[src/rtl/kyber_phase_seq_if.sv]
// kyber_phase_seq_if: control/step-stream bundle between the Kyber controller and kyber_phase_seq
// master: controller side (drives start/abort/mode/step_rdy, observes the step stream)
// slave:  sequencer side (observes controls, drives step stream and status)
interface kyber_phase_seq_if #(
  parameter int CNT_W = 7,
  parameter int SEG_W = 4,
  parameter int REP_W = 3
);
  logic             start;
  logic             abort;
  logic             sel;
  logic [2:0]       k;
  logic [REP_W-1:0] reps;
  logic             step_rdy;
  logic             step_vld;
  logic [CNT_W-1:0] step_cnt;
  logic [SEG_W-1:0] seg_idx;
  logic             seg_first;
  logic             eta3;
  logic             pass_end;
  logic             last;
  logic             busy;
  logic             done;
  logic             mode_err;
  modport master (
    output start, abort, sel, k, reps, step_rdy,
    input  step_vld, step_cnt, seg_idx, seg_first, eta3, pass_end, last, busy, done, mode_err
  );
  modport slave (
    input  start, abort, sel, k, reps, step_rdy,
    output step_vld, step_cnt, seg_idx, seg_first, eta3, pass_end, last, busy, done, mode_err
  );
endinterface

[src/rtl/kyber_phase_seq.sv]
// kyber_phase_seq: stallable per-mode phase-schedule step generator for the Kyber core
// Ports: clk; rst_n (async, active-low); seq (kyber_phase_seq_if.slave):
//   in  start, abort, sel, k[2:0], reps[REP_W-1:0], step_rdy
//   out step_vld, step_cnt, seg_idx, seg_first, eta3, pass_end, last, busy, done, mode_err
// Build option: define KYBER_ETA3_EN to include the eta3 decode; otherwise eta3 is tied to 0.
module kyber_phase_seq #(
  parameter int CNT_W = 7,
  parameter int SEG_W = 4,
  parameter int REP_W = 3
) (
  input logic           clk,
  input logic           rst_n,
  kyber_phase_seq_if.slave seq
);
  typedef enum logic [1:0] {IDLE, RUN, FIN} state_e;
  state_e           state_q, state_d;
  logic [2:0]       mode_q, mode_d, mode_in;
  logic             err_q, err_d, err_in;
  logic [REP_W-1:0] reps_q, reps_d, rep_q, rep_d, rep_tgt;
  logic [CNT_W-1:0] step_q, step_d;
  logic [SEG_W-1:0] seg_q, seg_d;
  logic [4:0]       pos_q, pos_d;
  logic [8:0][4:0]  tbl;
  logic [6:0]       plen;
  logic             vld, hs, seg_end, p_end, lst, eta;
  // mode index: 0..2 = sel0,k2..4; 3..5 = sel1,k2..4; anything unsupported runs mode 5
  assign err_in  = !(seq.k inside {3'd2, 3'd3, 3'd4});
  assign mode_in = err_in ? 3'd5 : (seq.k - 3'd2) + (seq.sel ? 3'd3 : 3'd0);
  // segment lengths, segment 0 in the lowest slot
  always_comb begin
    tbl  = {5'd1, 5'd1, 5'd13, 5'd18, 5'd16, 5'd13, 5'd1, 5'd5, 5'd5};
    plen = 7'd73;
    case (mode_q)
      3'd0: begin tbl = {25'd0, 5'd6, 5'd6, 5'd6, 5'd6}; plen = 7'd24; end
      3'd1: begin tbl = {15'd0, 5'd9, 5'd13, 5'd9, 5'd1, 5'd5, 5'd5}; plen = 7'd42; end
      3'd2: begin tbl = {5'd0, 5'd12, 5'd18, 5'd17, 5'd13, 5'd1, 5'd1, 5'd5, 5'd5}; plen = 7'd72; end
      3'd3: begin tbl = {20'd0, 5'd1, 5'd1, 5'd5, 5'd10, 5'd6}; plen = 7'd23; end
      3'd4: begin tbl = {10'd0, 5'd1, 5'd1, 5'd9, 5'd13, 5'd9, 5'd5, 5'd5}; plen = 7'd43; end
      default: ;
    endcase
  end
  assign vld     = state_q == RUN;
  assign hs      = vld && seq.step_rdy;
  assign seg_end = pos_q == tbl[seg_q[3:0]] - 5'd1;
  assign p_end   = vld && step_q == CNT_W'(plen - 7'd1);
  // reps of 0 behaves as a single pass
  assign rep_tgt = reps_q == '0 ? '0 : reps_q - REP_W'(1);
  assign lst     = p_end && rep_q == rep_tgt;
`ifdef KYBER_ETA3_EN
  assign eta = vld && pos_q < 5'd2 && (mode_q == 3'd0 || (mode_q == 3'd3 && seg_q < SEG_W'(2)));
`else
  assign eta = 1'b0;
`endif
  always_comb begin
    state_d = state_q;
    mode_d  = mode_q;
    err_d   = err_q;
    reps_d  = reps_q;
    rep_d   = rep_q;
    step_d  = step_q;
    seg_d   = seg_q;
    pos_d   = pos_q;
    case (state_q)
      IDLE: if (seq.start && !seq.abort) begin
        state_d = RUN;
        mode_d  = mode_in;
        err_d   = err_in;
        reps_d  = seq.reps;
        rep_d   = '0;
        step_d  = '0;
        seg_d   = '0;
        pos_d   = '0;
      end
      RUN: if (seq.abort) state_d = IDLE;
      else if (hs) begin
        state_d = lst ? FIN : RUN;
        step_d  = p_end ? '0 : step_q + CNT_W'(1);
        seg_d   = p_end ? '0 : seg_end ? seg_q + SEG_W'(1) : seg_q;
        pos_d   = (p_end || seg_end) ? '0 : pos_q + 5'd1;
        rep_d   = p_end ? rep_q + REP_W'(1) : rep_q;
      end
      default: state_d = IDLE;
    endcase
  end
  always_ff @(posedge clk or negedge rst_n) begin
    if (!rst_n) begin
      state_q <= IDLE;
      mode_q  <= '0;
      err_q   <= 1'b0;
      reps_q  <= '0;
      rep_q   <= '0;
      step_q  <= '0;
      seg_q   <= '0;
      pos_q   <= '0;
    end else begin
      state_q <= state_d;
      mode_q  <= mode_d;
      err_q   <= err_d;
      reps_q  <= reps_d;
      rep_q   <= rep_d;
      step_q  <= step_d;
      seg_q   <= seg_d;
      pos_q   <= pos_d;
    end
  end
  assign seq.step_vld  = vld;
  assign seq.step_cnt  = vld ? step_q : '0;
  assign seq.seg_idx   = vld ? seg_q : '0;
  assign seq.seg_first = vld && pos_q == '0;
  assign seq.eta3      = eta;
  assign seq.pass_end  = p_end;
  assign seq.last      = lst;
  assign seq.busy      = state_q != IDLE;
  assign seq.done      = state_q == FIN;
  assign seq.mode_err  = err_q;
endmodule

[src/flat_wrapper.sv]
// flat-port wrapper written by rule: the top's interface ports become plain ports
module kyber_phase_seq_flat 
#(
  parameter int CNT_W = 7,
  parameter int SEG_W = 4,
  parameter int REP_W = 3
)
  (clk, rst_n, seq_start, seq_abort, seq_sel, seq_k, seq_reps, seq_step_rdy, seq_step_vld, seq_step_cnt, seq_seg_idx, seq_seg_first, seq_eta3, seq_pass_end, seq_last, seq_busy, seq_done, seq_mode_err);
  kyber_phase_seq_if #(.CNT_W(CNT_W), .SEG_W(SEG_W), .REP_W(REP_W)) seq_i ();
  input logic clk;
  input logic rst_n;
  input wire logic [$bits(seq_i.start)-1:0] seq_start;
  input wire logic [$bits(seq_i.abort)-1:0] seq_abort;
  input wire logic [$bits(seq_i.sel)-1:0] seq_sel;
  input wire logic [$bits(seq_i.k)-1:0] seq_k;
  input wire logic [$bits(seq_i.reps)-1:0] seq_reps;
  input wire logic [$bits(seq_i.step_rdy)-1:0] seq_step_rdy;
  output wire logic [$bits(seq_i.step_vld)-1:0] seq_step_vld;
  output wire logic [$bits(seq_i.step_cnt)-1:0] seq_step_cnt;
  output wire logic [$bits(seq_i.seg_idx)-1:0] seq_seg_idx;
  output wire logic [$bits(seq_i.seg_first)-1:0] seq_seg_first;
  output wire logic [$bits(seq_i.eta3)-1:0] seq_eta3;
  output wire logic [$bits(seq_i.pass_end)-1:0] seq_pass_end;
  output wire logic [$bits(seq_i.last)-1:0] seq_last;
  output wire logic [$bits(seq_i.busy)-1:0] seq_busy;
  output wire logic [$bits(seq_i.done)-1:0] seq_done;
  output wire logic [$bits(seq_i.mode_err)-1:0] seq_mode_err;
  assign seq_i.start = seq_start;
  assign seq_i.abort = seq_abort;
  assign seq_i.sel = seq_sel;
  assign seq_i.k = seq_k;
  assign seq_i.reps = seq_reps;
  assign seq_i.step_rdy = seq_step_rdy;
  assign seq_step_vld = seq_i.step_vld;
  assign seq_step_cnt = seq_i.step_cnt;
  assign seq_seg_idx = seq_i.seg_idx;
  assign seq_seg_first = seq_i.seg_first;
  assign seq_eta3 = seq_i.eta3;
  assign seq_pass_end = seq_i.pass_end;
  assign seq_last = seq_i.last;
  assign seq_busy = seq_i.busy;
  assign seq_done = seq_i.done;
  assign seq_mode_err = seq_i.mode_err;
  kyber_phase_seq #(.CNT_W(CNT_W), .SEG_W(SEG_W), .REP_W(REP_W)) u_core (.clk(clk), .rst_n(rst_n), .seq(seq_i));
endmodule
[config.mk]
export PLATFORM = sky130hd
export DESIGN_NAME = kyber_phase_seq_flat
export DESIGN_NICKNAME = d
export VERILOG_FILES = /design/src/rtl/kyber_phase_seq_if.sv /design/src/rtl/kyber_phase_seq.sv /design/src/flat_wrapper.sv
export SDC_FILE = /design/constraint.sdc
export NUM_CORES = 1
export LEC_CHECK = 0
export BUFFER_PORTS_ARGS = -buffer_cell sky130_fd_sc_hd__buf_2
export CAP_MARGIN = 20
export CORE_MARGIN = 1.5
export CORE_UTILIZATION = 53
export DETAILED_ROUTE_END_ITERATION = 10
export GPL_ROUTABILITY_DRIVEN = 0
export PLACE_DENSITY_LB_ADDON = 0.12
export SETUP_SLACK_MARGIN = 0.4
export SYNTH_ARGS = -nofsm -noshare
export SYNTH_HDL_FRONTEND = slang
export SYNTH_SLANG_ARGS = --single-unit
[constraint.sdc]
create_clock -name clk -period 2.7 [get_ports clk]
set_input_delay 0.81 -clock clk [delete_from_list [all_inputs] [get_ports clk]]
set_output_delay 0.81 -clock clk [all_outputs]
set_load 0.05 [all_outputs]
==> Word-level counts from Yosys, hierarchy flattened <==
Index checks and enable logic that the tools add are counted.
{ "totals": {"output_inout_bits": 19, "wordCells": 91, "regBits": 28} }
{ "classes": {"order_cmp": 1, "reduce_logical": 20, "add_sub_neg": 9, "eq_ne": 18, "mux": 35} }
{ "op_table": {"columns": ["operator", "n"], "rows": [
  ["one-hot mux 41 bit (5 select lines)", 1],
  ["two-way mux 7 bit", 5],
  ["one-hot mux 7 bit (5 select lines)", 1],
  ["two-way mux 5 bit", 5],
  ["two-way mux 4 bit", 6],
  ["binary-select mux 5 bit (select 4 bit)", 1],
  ["two-way mux 3 bit", 6],
  ["one-hot mux 7 bit (2 select lines)", 1],
  ["equality test 3 x 2 -> 1 bit (second input constant)", 4],
  ["two-way mux 2 bit", 5],
  ["one-hot mux 5 bit (2 select lines)", 1],
  ["AND reduction 5 bit", 2],
  ["one-hot mux 4 bit (2 select lines)", 1],
  ["adder 7 x 1 -> 7 bit (second input constant)", 1],
  ["equality test 7 bit", 1],
  ["subtractor 7 x 1 -> 7 bit (second input constant)", 1],
  ["equality test 3 bit (second input constant)", 2],
  ["logical NOT 3 bit", 2],
  ["inequality test 2 bit (second input constant)", 3],
  ["inequality test 3 bit (second input constant)", 2],
  ["one-hot mux 3 bit (2 select lines)", 1],
  ["adder 5 x 1 -> 5 bit (second input constant)", 1],
  ["equality test 5 bit", 1],
  ["logical AND 1 bit", 5],
  ["other kinds (21)", 24]
]} }

==> Logic depth before layout (Yosys ltp) <==
{ "depth": {"ltp_word": 11, "mapped_depth": 13, "ltp_nobuf": 11} }

==> Least setup slack after synthesis <==
OpenSTA, ideal clock, no wires.
{ "synth_timing": {"kind": "flip-flop to output port", "from": "register u_core.mode_q[2]", "to": "output seq_last", "path_buffers": 1, "path_stages_with_launch": 6, "path_slack_ps": -662, "t_arrival_ps": 2552, "required_time_ps": 1890, "path_cell_list": "dfrtp_1 buf_2 or4_1 a311oi_1 and3_1 and4_1"} }
{ "synth_via": {"elab_chain_cells": 6, "elab_cells_between_ends": 10} }
{ "synth_rtl": {"columns": ["element", "line", "source"], "rows": [
  ["from (decl)", "kyber_phase_seq.sv:17", "logic [2:0] mode_q, mode_d, mode_in;"],
  ["from (signal assigned)", "kyber_phase_seq.sv:97", "mode_q <= mode_d;"],
  ["equality test 3 bit (tied with other cells)", "kyber_phase_seq.sv:33", "case (mode_q)"],
  ["one-hot mux 7 bit (5 select lines) (*)", "kyber_phase_seq.sv:33", null],
  ["subtractor 7 x 1 -> 7 bit (*)", "kyber_phase_seq.sv:45", "assign p_end = vld && step_q == CNT_W'(plen - 7'd1);"],
  ["equality test 7 bit (*)", "kyber_phase_seq.sv:45", null],
  ["logical AND 1 bit (*)", "kyber_phase_seq.sv:45", null],
  ["net seq_pass_end", "flat_wrapper.sv:23", "output wire logic [$bits(seq_i.pass_end)-1:0] seq_pass_end;"],
  ["logical AND 1 bit (*)", "kyber_phase_seq.sv:48", "assign lst = p_end && rep_q == rep_tgt;"],
  ["to (decl)", "flat_wrapper.sv:24", "output wire logic [$bits(seq_i.last)-1:0] seq_last;"]
]} }
Mark *: on every way through the listed nets, which the timed path passes. The rest lies on a longest branch.

==> Final worst setup path <==
{ "layout_timing": {"from": "register u_core.mode_q[2]", "to": "output seq_last"} }
{ "layout_via": {"elab_chain_cells": 6, "elab_cells_between_ends": 10} }
{ "layout_rtl": {"columns": ["element", "line"], "rows": [
  ["equality test 3 bit (tied with other cells)", "kyber_phase_seq.sv:33"],
  ["one-hot mux 7 bit (5 select lines) (*)", "kyber_phase_seq.sv:33"],
  ["subtractor 7 x 1 -> 7 bit (*)", "kyber_phase_seq.sv:45"],
  ["equality test 7 bit (*)", "kyber_phase_seq.sv:45"],
  ["logical AND 1 bit (*)", "kyber_phase_seq.sv:45"],
  ["logical AND 1 bit (*)", "kyber_phase_seq.sv:48"]
]} }
Every way passes the cells marked *; elsewhere a longest branch is shown, timed or not.

==> impl.org <==
** Critical path
- WP data required :: 1.89 ns
- Largest incremental delay on the critical path :: 0.45 ns
- Endpoint class of the critical path :: primary output
- For this design, the slowest cell found on the critical path is sky130_fd_sc_hd__dfrtp_2.
- FF-to-FF End :: u_core.seg_q[0]$_DFFE_PN0P_
- The worst register-to-register path begins at u_core.mode_q[2]$_DFFE_PN0P_.
- For the worst setup path, the data arrival time is 2.31 ns.
- The critical path ends at seq_last.
- By startpoint and endpoint, the worst setup path is classified as reg2out.
- The critical path starts at u_core.mode_q[2]$_DFFE_PN0P_.
- Path depth of the worst reg2reg path :: 14
- Nature of the critical path startpoint :: flip-flop
- Walking the worst path, the cells encountered are buf_4, inv_2, o31ai_1, a21oi_1, a311oi_4, and3_4, and4_4, buf_8.
- CP Max Fanout :: 5
- Register-to-register path setup slack :: -0.29 ns

** Yosys
- Counting flops with an async set or reset pin after synthesis yields a share of 100%.
- Top-area cell type share of the netlist area :: 28.6%
- Library cells used by synthesis :: 65
- Synthesis produced a netlist whose cell count is 298.
- Summed over all instances, the cell type with the most area after synthesis is sky130_fd_sc_hd__dfrtp_1.
- Synthesized area :: 0.00245 mm^2
- In the synthesized netlist the dominant register cell turns out to be sky130_fd_sc_hd__dfrtp_1.
- Portion of the post-synthesis area used by sequential elements :: 28.6%
- Synth top area cells :: sky130_fd_sc_hd__dfrtp_1, sky130_fd_sc_hd__ha_1, sky130_fd_sc_hd__o21ai_0, sky130_fd_sc_hd__a21oi_1, sky130_fd_sc_hd__nand2_1
- Syn. warnings :: 0
- The number of nets in the synthesized netlist is 321.
- Syn avg cell area :: 8.23 um^2
- In this run, synthesis inferred 0 flip-flops with an integrated enable.
- Number of synthesized register bits :: 28

** Routing
- DR pass1 iterations :: 5
- The routed layout has 2,665 vias.
- WL final :: 7700 um
- In the routed layout, each cell is associated on average with a via count of 6.10.
- The first routing iteration left 249 violations.
- Average wire length per cell after detail routing :: 17.6 um
- DRC viols :: 0
- The detail route stage leaves a number of antenna-violating nets equal to 0.

** Die
- Measured along the x axis, the die boundary spans 71.0 um.
- In this run the count of I/O pins placed on the die edge is 31.
- Once the floorplan was initialized, standard cells occupied 55.5% of the core.
- Number of rows in the core area :: 24
- The die covers 0.00504 mm^2.
- Die H :: 71.0 um
- In this run the standard cell core region covers 0.00441 mm^2.

** Timing
- Final hold viol count :: 0
- Across all setup checks in the final design, the least slack found is -0.421 ns.
- The worst pin sits at a relative slew slack of 56.6%.
- The final critical path takes up 116% of the cycle.
- Max Freq :: 320 MHz
- Setup violations remaining at the end of the flow were counted as 11.
- On the final layout, the worst clock skew is 0.00937 ns.
- Final Max Tran Viols :: 0
- For the pin with the worst max-slew slack, the measured transition is 0.651 ns.
- Worst hold slack after final layout :: 0.513 ns
- Clock period minus worst slack :: 3.12 ns
- Setup repair after global routing could not meet its margin everywhere.

** Pwr
- Total chip power :: 1.78 mW
- Total leakage power :: 1.61 nW
- Worst supply voltage drop on vdd :: 0.403 mV
- Dividing total power by cell area gives a power density of 509 mW/mm^2.

** Clock tree
- The number of hold buffers added after CTS was 0.
- Clock-pin slew of the registers on the worst-case setup and hold paths :: 0.09 ns
- H-tree depth reported by CTS :: 1
- In this run the deepest clock path goes through 2 buffers.
- Number of clock sinks :: 28
- The later pin in the worst-skew pair is clocked with a latency of 0.28 ns.
- TritonCTS built the clock tree.
- Cell chosen for the clock root :: sky130_fd_sc_hd__clkbuf_8
- Clock tree synthesis inserted a total of 3 buffers.

** Layout
- Compared with the post-synthesis result, the final layout area differs by 42.4%.
- Number of diodes added for antenna fixing :: 0
- After the last flow step, the layout net total stands at 410.
- Ratio of cells with drive above 1 in the final layout :: 42.6%

** Global routing
- After global routing the overflow that remains totals 0.
- Via count of the first global-routing pass :: 2,407
- Overall Global Routing Usage :: 28.8%
- The first global-routing pass estimated 11,600 um of wire.
- Entering global routing, the biggest net connects 29 pins.
- Initial antenna violation count :: 0

** Placed design
- The count of buffers added on input and output ports is 29.
- HPWL Detailed :: 4860 um

** Min path
- The worst hold path belongs to the class reg2reg.

** Run
- Maximum capacitance violations :: 0

** Run status
- Run status :: finished with violations
- Failing checks :: setup timing
-- flip-flops by register name (all words and copies together), names as in the netlist --
signal               flops
u_core.state_q           2
u_core.pos_q             5
u_core.seq.mode_err      1
u_core.seg_q             4
u_core.rep_q             3
u_core.reps_q            3
u_core.step_q            7
u_core.mode_q            3
-- what timing repair did --
action                                  in CTS  in global routing
setup buffers                               11                 13
endpoints found under the setup margin      24                 27
pin swaps                                   11                  7
gates resized for setup                     31                 42
-- layout make-up --
| type | instances | area [um^2] |
|---|---|---|
| repair buffers | 106 | 855 |
| well taps | 52 | 65.1 |
| clock buffers | 3 | 41.3 |
| flip-flops and latches | 28 | 707 |
| fillers | 281 | 923 |
| inverters | 15 | 56.3 |
| multi-input cells | 233 | 1770 |
-- logic make-up (layout without fill, tap and decap cells) --
| logic type | Yosys count | in the layout | share of synthesized area, % |
|---|---|---|---|
| flops | 28 | 28 | 28.6 |
| fa+ha+maj | 11 | 11 | 5.62 |
| buf+inv | 37 | 124 | 6.74 |
| xor+xnor | 9 | 9 | 3.22 |
| simple gates | 120 | 120 | 27.9 |
| other cells | 1 | 1 | 0.153 |
| compound gates | 83 | 83 | 23.5 |
| mux | 9 | 9 | 4.29 |
-- critical path: cells and delay by family, from the launching register on --
family,cells,cell delay (ns)
compound gates,3,0.77
simple gates,2,0.48
flops,1,0.45
buf+inv,3,0.34
-- Yosys cell counts (all sizes together), types with 2 or more instances --
cell type   n
or4         2
o22ai       3
nand2      22
inv        14
xor2        4
nand4       2
buf        14
nand3       8
dfrtp      28
o21ai      22
mux2i       3
a21oi      16
a21o        5
or3         4
a32oi       2
nor3        7
clkbuf      8
nor4b       3
nor2b      11
and3b       2
nor3b       8
nor2       18
mux2        6
or2         4
nand2b      8
ha         11
o2111ai     2
and2       12
and3        4
a22o        2
o211a       3
a211oi      6
xnor2       5
o21bai      2
a31oi       4
nand4bb     2
o211ai      2
o31ai       5
-- cell usage in the layout, fill, tap and decap left out, types with 4 or more instances in the layout --
master and instances:
sky130_fd_sc_hd__o21ai_0 16, sky130_fd_sc_hd__nor3b_1 6, sky130_fd_sc_hd__a21o_1 5, sky130_fd_sc_hd__and2_1 12
sky130_fd_sc_hd__xnor2_1 5, sky130_fd_sc_hd__dfrtp_1 23, sky130_fd_sc_hd__nand2_1 20, sky130_fd_sc_hd__inv_1 9
sky130_fd_sc_hd__nor2_1 15, sky130_fd_sc_hd__buf_4 69, sky130_fd_sc_hd__buf_2 17, sky130_fd_sc_hd__dfrtp_2 5
sky130_fd_sc_hd__mux2_2 4, sky130_fd_sc_hd__ha_1 10, sky130_fd_sc_hd__nand2b_1 7, sky130_fd_sc_hd__o31ai_1 4
sky130_fd_sc_hd__a21oi_1 12, sky130_fd_sc_hd__buf_6 13, sky130_fd_sc_hd__nand3_1 8, sky130_fd_sc_hd__a21oi_2 4
sky130_fd_sc_hd__inv_2 5, sky130_fd_sc_hd__nor2b_1 10, sky130_fd_sc_hd__o21ai_1 4, sky130_fd_sc_hd__nor3_1 5
-- where the power goes --
part | switching (mW) | internal [mW] | total (mW)
registers | 0.0989 | 0.484 | 0.583
logic | 0.501 | 0.458 | 0.959
clock network | 0.136 | 0.101 | 0.236
total | 0.735 | 1.04 | 1.78
-- stage by stage --
stage | setup TNS, ns | util [%] | cells | instance area, um^2 | setup WS (ns)
after global routing | -4.24 | 79.1 | 437 | 3490 | -0.559
after global placement | -1.40 | 68.0 | 410 | 3000 | -0.223
after floorplan | -0.489 | - | 298 | 2510 | -0.113
final | -2.74 | 79.1 | 437 | 3490 | -0.421
after CTS | -1.89 | 73.6 | 424 | 3250 | -0.339
after detailed placement | -2.66 | 68.0 | 410 | 3000 | -0.357
-- worst min-delay path by stage --
| stage | startpoint | endpoint | slack (ns) | cells after the start |
|---|---|---|---|---|
| finish | u_core.seq.mode_err$_DFFE_PN0P_ | u_core.seq.mode_err$_DFFE_PN0P_ | 0.51 | 1 |
| global route | u_core.reps_q[1]$_DFFE_PN0P_ | u_core.reps_q[1]$_DFFE_PN0P_ | 0.56 | 1 |
| CTS | u_core.seq.mode_err$_DFFE_PN0P_ | u_core.seq.mode_err$_DFFE_PN0P_ | 0.52 | 1 |
| detailed placement | u_core.seq.mode_err$_DFFE_PN0P_ | u_core.seq.mode_err$_DFFE_PN0P_ | 0.49 | 1 |
| global placement | u_core.seq.mode_err$_DFFE_PN0P_ | u_core.seq.mode_err$_DFFE_PN0P_ | 0.48 | 1 |
| floorplan | u_core.state_q[1]$_DFFE_PN0P_ | u_core.state_q[0]$_DFFE_PN0P_ | 0.46 | 1 |
-- layer usage --
layer,part of all wire (%),up-vias,global-route usage [%]
met1,41,1276,39.2
met5,0,-,0
met2,51,123,48.9
met3,6.0,24,2.71
met4,2.1,0,8.18
li1,-,1242,-
Power figures use the tool's default switching activity.
